[config.mk]
export PLATFORM = sky130hd
export DESIGN_NAME = param_sync_ram
export DESIGN_NICKNAME = d
export VERILOG_FILES = /design/src/rtl/param_sync_ram.sv
export SDC_FILE = /design/constraint.sdc
export NUM_CORES = 2
export LEC_CHECK = 0
export ABC_AREA = 1
export ABC_CLOCK_PERIOD_IN_PS = 6200
export CAP_MARGIN = 20
export CORE_MARGIN = 2
export CORE_UTILIZATION = 47
export CTS_CLUSTER_SIZE = 25
export DETAILED_ROUTE_END_ITERATION = 8
export PLACE_DENSITY = 0.62
export SYNTH_ARGS = -nofsm -noshare
export SYNTH_HDL_FRONTEND = slang
export SYNTH_SLANG_ARGS = --single-unit
[constraint.sdc]
create_clock -name clk -period 6.2 [get_ports clk]
set_input_delay 0.62 -clock clk [delete_from_list [all_inputs] [get_ports clk]]
set_output_delay 0.62 -clock clk [all_outputs]
set_load 0.01 [all_outputs]
[src/rtl/param_sync_ram.sv]
// Parametrised single-port synchronous RAM with valid/ready request port,
// 1- or 2-cycle read latency, optional post-reset clear sweep and range checking.
module param_sync_ram #(
    parameter int DATA_W     = 16,
    parameter int ADDR_W     = 8,
    parameter int DEPTH      = 256,
    parameter int READ_LAT   = 1,
    parameter int INIT_CLEAR = 1
) (
    input  logic              clk,
    input  logic              rst,
    input  logic              req_valid,
    input  logic              req_write,
    input  logic [ADDR_W-1:0] req_addr,
    input  logic [DATA_W-1:0] req_wdata,
    output logic              req_ready,
    output logic              rd_valid,
    output logic [DATA_W-1:0] rd_data,
    output logic              addr_err,
    output logic              busy
);

    typedef enum logic {ST_CLEAR, ST_RUN} state_t;

    localparam logic [ADDR_W:0]   DEPTH_EXT = (ADDR_W+1)'(DEPTH);
    localparam logic [ADDR_W-1:0] LAST_ADDR = ADDR_W'(DEPTH - 1);

    state_t            state_q, state_d;
    logic [ADDR_W-1:0] cnt_q, cnt_d;
    logic [DATA_W-1:0] mem [DEPTH];

    logic              mem_we;
    logic [ADDR_W-1:0] mem_waddr;
    logic [DATA_W-1:0] mem_wdata;
    logic              accept, in_range;
    logic              s0_valid, s0_err;
    logic [DATA_W-1:0] s0_data;
    logic              src_valid, src_err;
    logic [DATA_W-1:0] src_data;
    logic              rd_valid_q, rd_valid_d;
    logic              addr_err_q, addr_err_d;
    logic [DATA_W-1:0] rd_data_q, rd_data_d;

    assign busy      = (state_q == ST_CLEAR);
    assign req_ready = ~busy;
    assign accept    = req_valid & req_ready;
    assign in_range  = ({1'b0, req_addr} < DEPTH_EXT);

    always_comb begin
        state_d   = state_q;
        cnt_d     = cnt_q;
        mem_we    = 1'b0;
        mem_waddr = req_addr;
        mem_wdata = req_wdata;
        case (state_q)
            ST_CLEAR: begin
                mem_we    = 1'b1;
                mem_waddr = cnt_q;
                mem_wdata = '0;
                if (cnt_q == LAST_ADDR) begin
                    state_d = ST_RUN;
                    cnt_d   = '0;
                end else begin
                    cnt_d = cnt_q + ADDR_W'(1);
                end
            end
            default: mem_we = accept & req_write & in_range;
        endcase
    end

    always_ff @(posedge clk or posedge rst) begin
        if (rst) begin
            state_q <= (INIT_CLEAR != 0) ? ST_CLEAR : ST_RUN;
            cnt_q   <= '0;
        end else begin
            state_q <= state_d;
            cnt_q   <= cnt_d;
        end
    end

    // Storage is deliberately not reset so contents survive reset when INIT_CLEAR = 0.
    always_ff @(posedge clk) begin
        if (mem_we) begin
            mem[mem_waddr] <= mem_wdata;
        end
    end

    always_comb begin
        s0_valid = accept & ~req_write;
        s0_err   = accept & ~in_range;
        s0_data  = in_range ? mem[req_addr] : '0;
    end

    if (READ_LAT == 2) begin : g_lat2
        logic              p1_valid_q, p1_err_q;
        logic [DATA_W-1:0] p1_data_q;

        always_ff @(posedge clk or posedge rst) begin
            if (rst) begin
                p1_valid_q <= 1'b0;
                p1_err_q   <= 1'b0;
                p1_data_q  <= '0;
            end else begin
                p1_valid_q <= s0_valid;
                p1_err_q   <= s0_err;
                p1_data_q  <= s0_data;
            end
        end

        assign src_valid = p1_valid_q;
        assign src_err   = p1_err_q;
        assign src_data  = p1_data_q;
    end else begin : g_lat1
        assign src_valid = s0_valid;
        assign src_err   = s0_err;
        assign src_data  = s0_data;
    end

    always_comb begin
        rd_valid_d = src_valid;
        addr_err_d = src_err;
        rd_data_d  = src_valid ? src_data : rd_data_q;
    end

    always_ff @(posedge clk or posedge rst) begin
        if (rst) begin
            rd_valid_q <= 1'b0;
            addr_err_q <= 1'b0;
            rd_data_q  <= '0;
        end else begin
            rd_valid_q <= rd_valid_d;
            addr_err_q <= addr_err_d;
            rd_data_q  <= rd_data_d;
        end
    end

    assign rd_valid = rd_valid_q;
    assign addr_err = addr_err_q;
    assign rd_data  = rd_data_q;

endmodule
==> results.json <==
{
  "slowest_delay_ns": 0.81,
  "postLayoutCoreUtil_pct": 52.8,
  "use_met3_pct": 4.82,
  "syn-num-nets": 13800,
  "r2r_end": "mem[246][7]$_DFFE_PP_",
  "port_buffers": 46,
  "drtIter0Drc": 15500,
  "critPathArrivalTime_ns": 4.93,
  "drv_cap": 0,
  "cts.sinks": 4122,
  "slowest_stage": "nand2_2",
  "synth_adder_area_share_pct": 0.00753,
  "setup_viol": 0,
  "path_cells": "buf_4 > inv_2 > a21oi_1 > clkinv_1 > buf_4 > nand2_2 > nor2_1 > buf_4",
  "path_class": "register to register",
  "worst_hold_path.endpoint": "rd_valid$_DFF_PP0_",
  "vias": 109000,
  "seq_area_frac_synth_pct": 74.4,
  "synth_compound_area_share_pct": 0.0527,
  "synth_xor_area_share_pct": 0.0211,
  "routedWlPerCell_microns": 26.3,
  "min_period_over_period_pct": 68.4,
  "fp.dieH_microns": 599,
  "finalHoldViolCount": 0,
  "fin_setup_tns_ns": 0,
  "cp_common_cell": "buf_4",
  "final_cell_mix": "nand2_1, edfxtp_1, nand3_1, clkbuf_16, buf_4",
  "cts_tree": "yes",
  "powerDensity_nw_per_um2": 316,
  "start_util_pct": 47.2,
  "die_area_sq_um": 358000,
  "grt_pass1_wl_microns": 705000,
  "muxShareOfSynthArea_pct": 0,
  "synth_cell_type_count": 28,
  "finalCriticalPeriod_ns": 4.24,
  "clockBufferDepth": 4,
  "rsz0062_at_grt": "no",
  "cts.htree.levels": 5,
  "rows": 218,
  "drt_first_pass_iters": 7,
  "slew_viol_final": 0,
  "met2_usage_pct": 41.7,
  "dp_hpwl_microns": 279000,
  "drive_gt1_share_pct": 8.04,
  "critPathMaxFanout": 26,
  "vias_per_cell": 5.81,
  "postSynthCellCount": 13700,
  "fmax_mhz": 236,
  "r2r_cells": 8,
  "die_w_microns": 599,
  "required_ns": 6.89,
  "core_sq_um": 352000,
  "synth-seq-cells": 4122,
  "end_kind": "register",
  "ant_nets": 0,
  "drt_wl_total_microns": 493000,
  "relSlewSlack_pct": 24.8,
  "clk_pin_slew_ns": 0.07,
  "worst-path-buf-inv": 5,
  "skew_ns": 0.0736,
  "synth_warnings": 0,
  "netlist_area_sq_um": 166000,
  "grt_pass1_vias": 101000,
  "synth_simple_gate_area_share_pct": 22.4,
  "numCtsBuffers": 416,
  "worst_pin_slew_ns": 1.13,
  "remaining_drc_errors": 0,
  "synth_top_family_by_area": "simple AND/OR/NAND/NOR gates",
  "final_nets": 13700,
  "leakage_nw": 62.6,
  "gr-usage-met1_pct": 38.0,
  "outcome": "finished, final reports clean",
  "mostFrequentLayoutCell": "nand2_1",
  "critPathLaunchType": "register",
  "place_congestion": 0.929,
  "hold_path_class": "input port to register",
  "reg2reg_slack_ns": 1.96,
  "clk_latency_ns": 0.98,
  "grt.busiest_layer": "met2",
  "ios": 48,
  "cts_root_buf": "clkbuf_16",
  "overflow": 0,
  "rr_startpoint": "req_ready$_DFF_PP0_",
  "avgSynthCellArea_sq_um": 12.1,
  "grt_use_total_pct": 26.9,
  "critical_path.top_delay_family": "buffers and inverters",
  "min-delay-start": "req_valid",
  "ir_drop_uv": 262,
  "synthToLayoutAreaGrowth_pct": 11.9,
  "grt_max_degree": 219,
  "hold_path_depth": 4,
  "nFillCells": 29700,
  "grt_antenna_before_repair": 14
}
repair_timing:
item,in CTS,in global routing
hold endpoints to repair,22,0
setup buffers,0,0
resized for setup,0,0
hold buffers,1,0
sequential cells by signal, indices dropped and copies added, names as in the netlist:
register / cells
mem: 4096
rd_valid: 1
req_ready: 1
cnt_q: 8
rd_data: 16
stage by stage:
step | power [mW] | area [sq um] | std cells | setup WS [ns] | hold WS, ns
2_1_floorplan | 32.7 | 166000 | 13700 | 1.35 | 0.491
3_3_place_gp | 33.7 | 172000 | 18000 | 1.69 | 0.523
3_5_place_dp | 33.8 | 172000 | 18000 | 1.59 | 0.525
4_1_cts | 58.9 | 186000 | 18800 | 1.98 | 0.424
5_1_grt | 60.2 | 186000 | 18800 | 1.87 | 0.494
6_report | 58.7 | 186000 | 18800 | 1.96 | 0.480
layout make-up:
type	count	area [sq um]	share of cell area [%]
well taps	4730	5920	3.18
repair buffers	496	4710	2.53
clock buffers	496	10800	5.83
flip-flops and latches	4122	124000	66.5
clock inverters	263	2840	1.53
diodes	14	35.0	0.0188
multi-input cells	8591	37500	20.2
inverters	68	429	0.231
where the power goes:
group / switching (mW) / total, mW / internal (mW) / leakage (nW)
clock: 10.7 / 25.5 / 14.7 / 6.69
combinational: 2.25 / 3.05 / 0.801 / 27.3
sequential: 0.0208 / 30.2 / 30.2 / 28.6
total: 13.0 / 58.7 / 45.7 / 62.6
cells by family after synthesis:
| family | count (synthesis) |
|---|---|
| AND/OR/NAND/NOR | 8569 |
| adder cells (fa/ha/maj) | 1 |
| AO/OA/AOI/OAI | 16 |
| other | 1 |
| buffers and inverters | 1011 |
| flip-flops | 4122 |
| XOR/XNOR | 4 |
worst reg2reg max path, stage by stage, from the launching register on:
cell	delay, ns
dfrtp_2	0.50
buf_4	0.44
inv_2	0.27
a21oi_1	0.74
clkinv_1	0.18
buf_4	0.27
nand2_2	0.83
nor2_1	0.42
buf_4	0.32
synth_stat cells:
library cell  instances  share of area, %
inv_4                 2            0.0075
clkinv_1              2            0.0045
buf_2               595               1.8
o32ai_1               1            0.0053
nor3_1                2            0.0060
nor3_2                2             0.012
o21ai_0               4             0.012
inv_2                 3            0.0068
xor2_1                3             0.016
a22oi_1               1            0.0045
clkbuf_1            131              0.30
buf_8                 1            0.0090
edfxtp_1           4096                74
o21ai_1               4             0.012
buf_6                15              0.10
a21oi_1               5             0.015
nor2_1              291              0.66
ha_1                  1            0.0075
a31oi_1               1            0.0038
inv_1                61              0.14
nand3_1            4085                12
buf_1                79              0.18
xnor2_1               1            0.0053
dfrtp_1              26              0.39
buf_4               121              0.55
buf_12                1             0.012
conb_1                1            0.0023
nand2_1            4189               9.5
worst max path at each step:
stage	start	end	slack [ns]	cells after the start
global placement	req_addr[7]	mem[246][4]$_DFFE_PP_	1.69	8
detailed placement	req_addr[7]	mem[246][4]$_DFFE_PP_	1.59	8
CTS	req_ready$_DFF_PP0_	mem[246][7]$_DFFE_PP_	1.98	8
floorplan	req_ready$_DFF_PP0_	mem[0][10]$_DFFE_PP_	1.35	6
global route	req_ready$_DFF_PP0_	mem[230][14]$_DFFE_PP_	1.87	8
finish	req_ready$_DFF_PP0_	mem[246][7]$_DFFE_PP_	1.96	8
metal layers:
layer	part of all wire (%)	wire, microns
met5	0.0055	27
met4	4.3	21100
met3	9.8	48500
met2	46	227000
met1	40	196000
(Power assumes the default switching activity.)
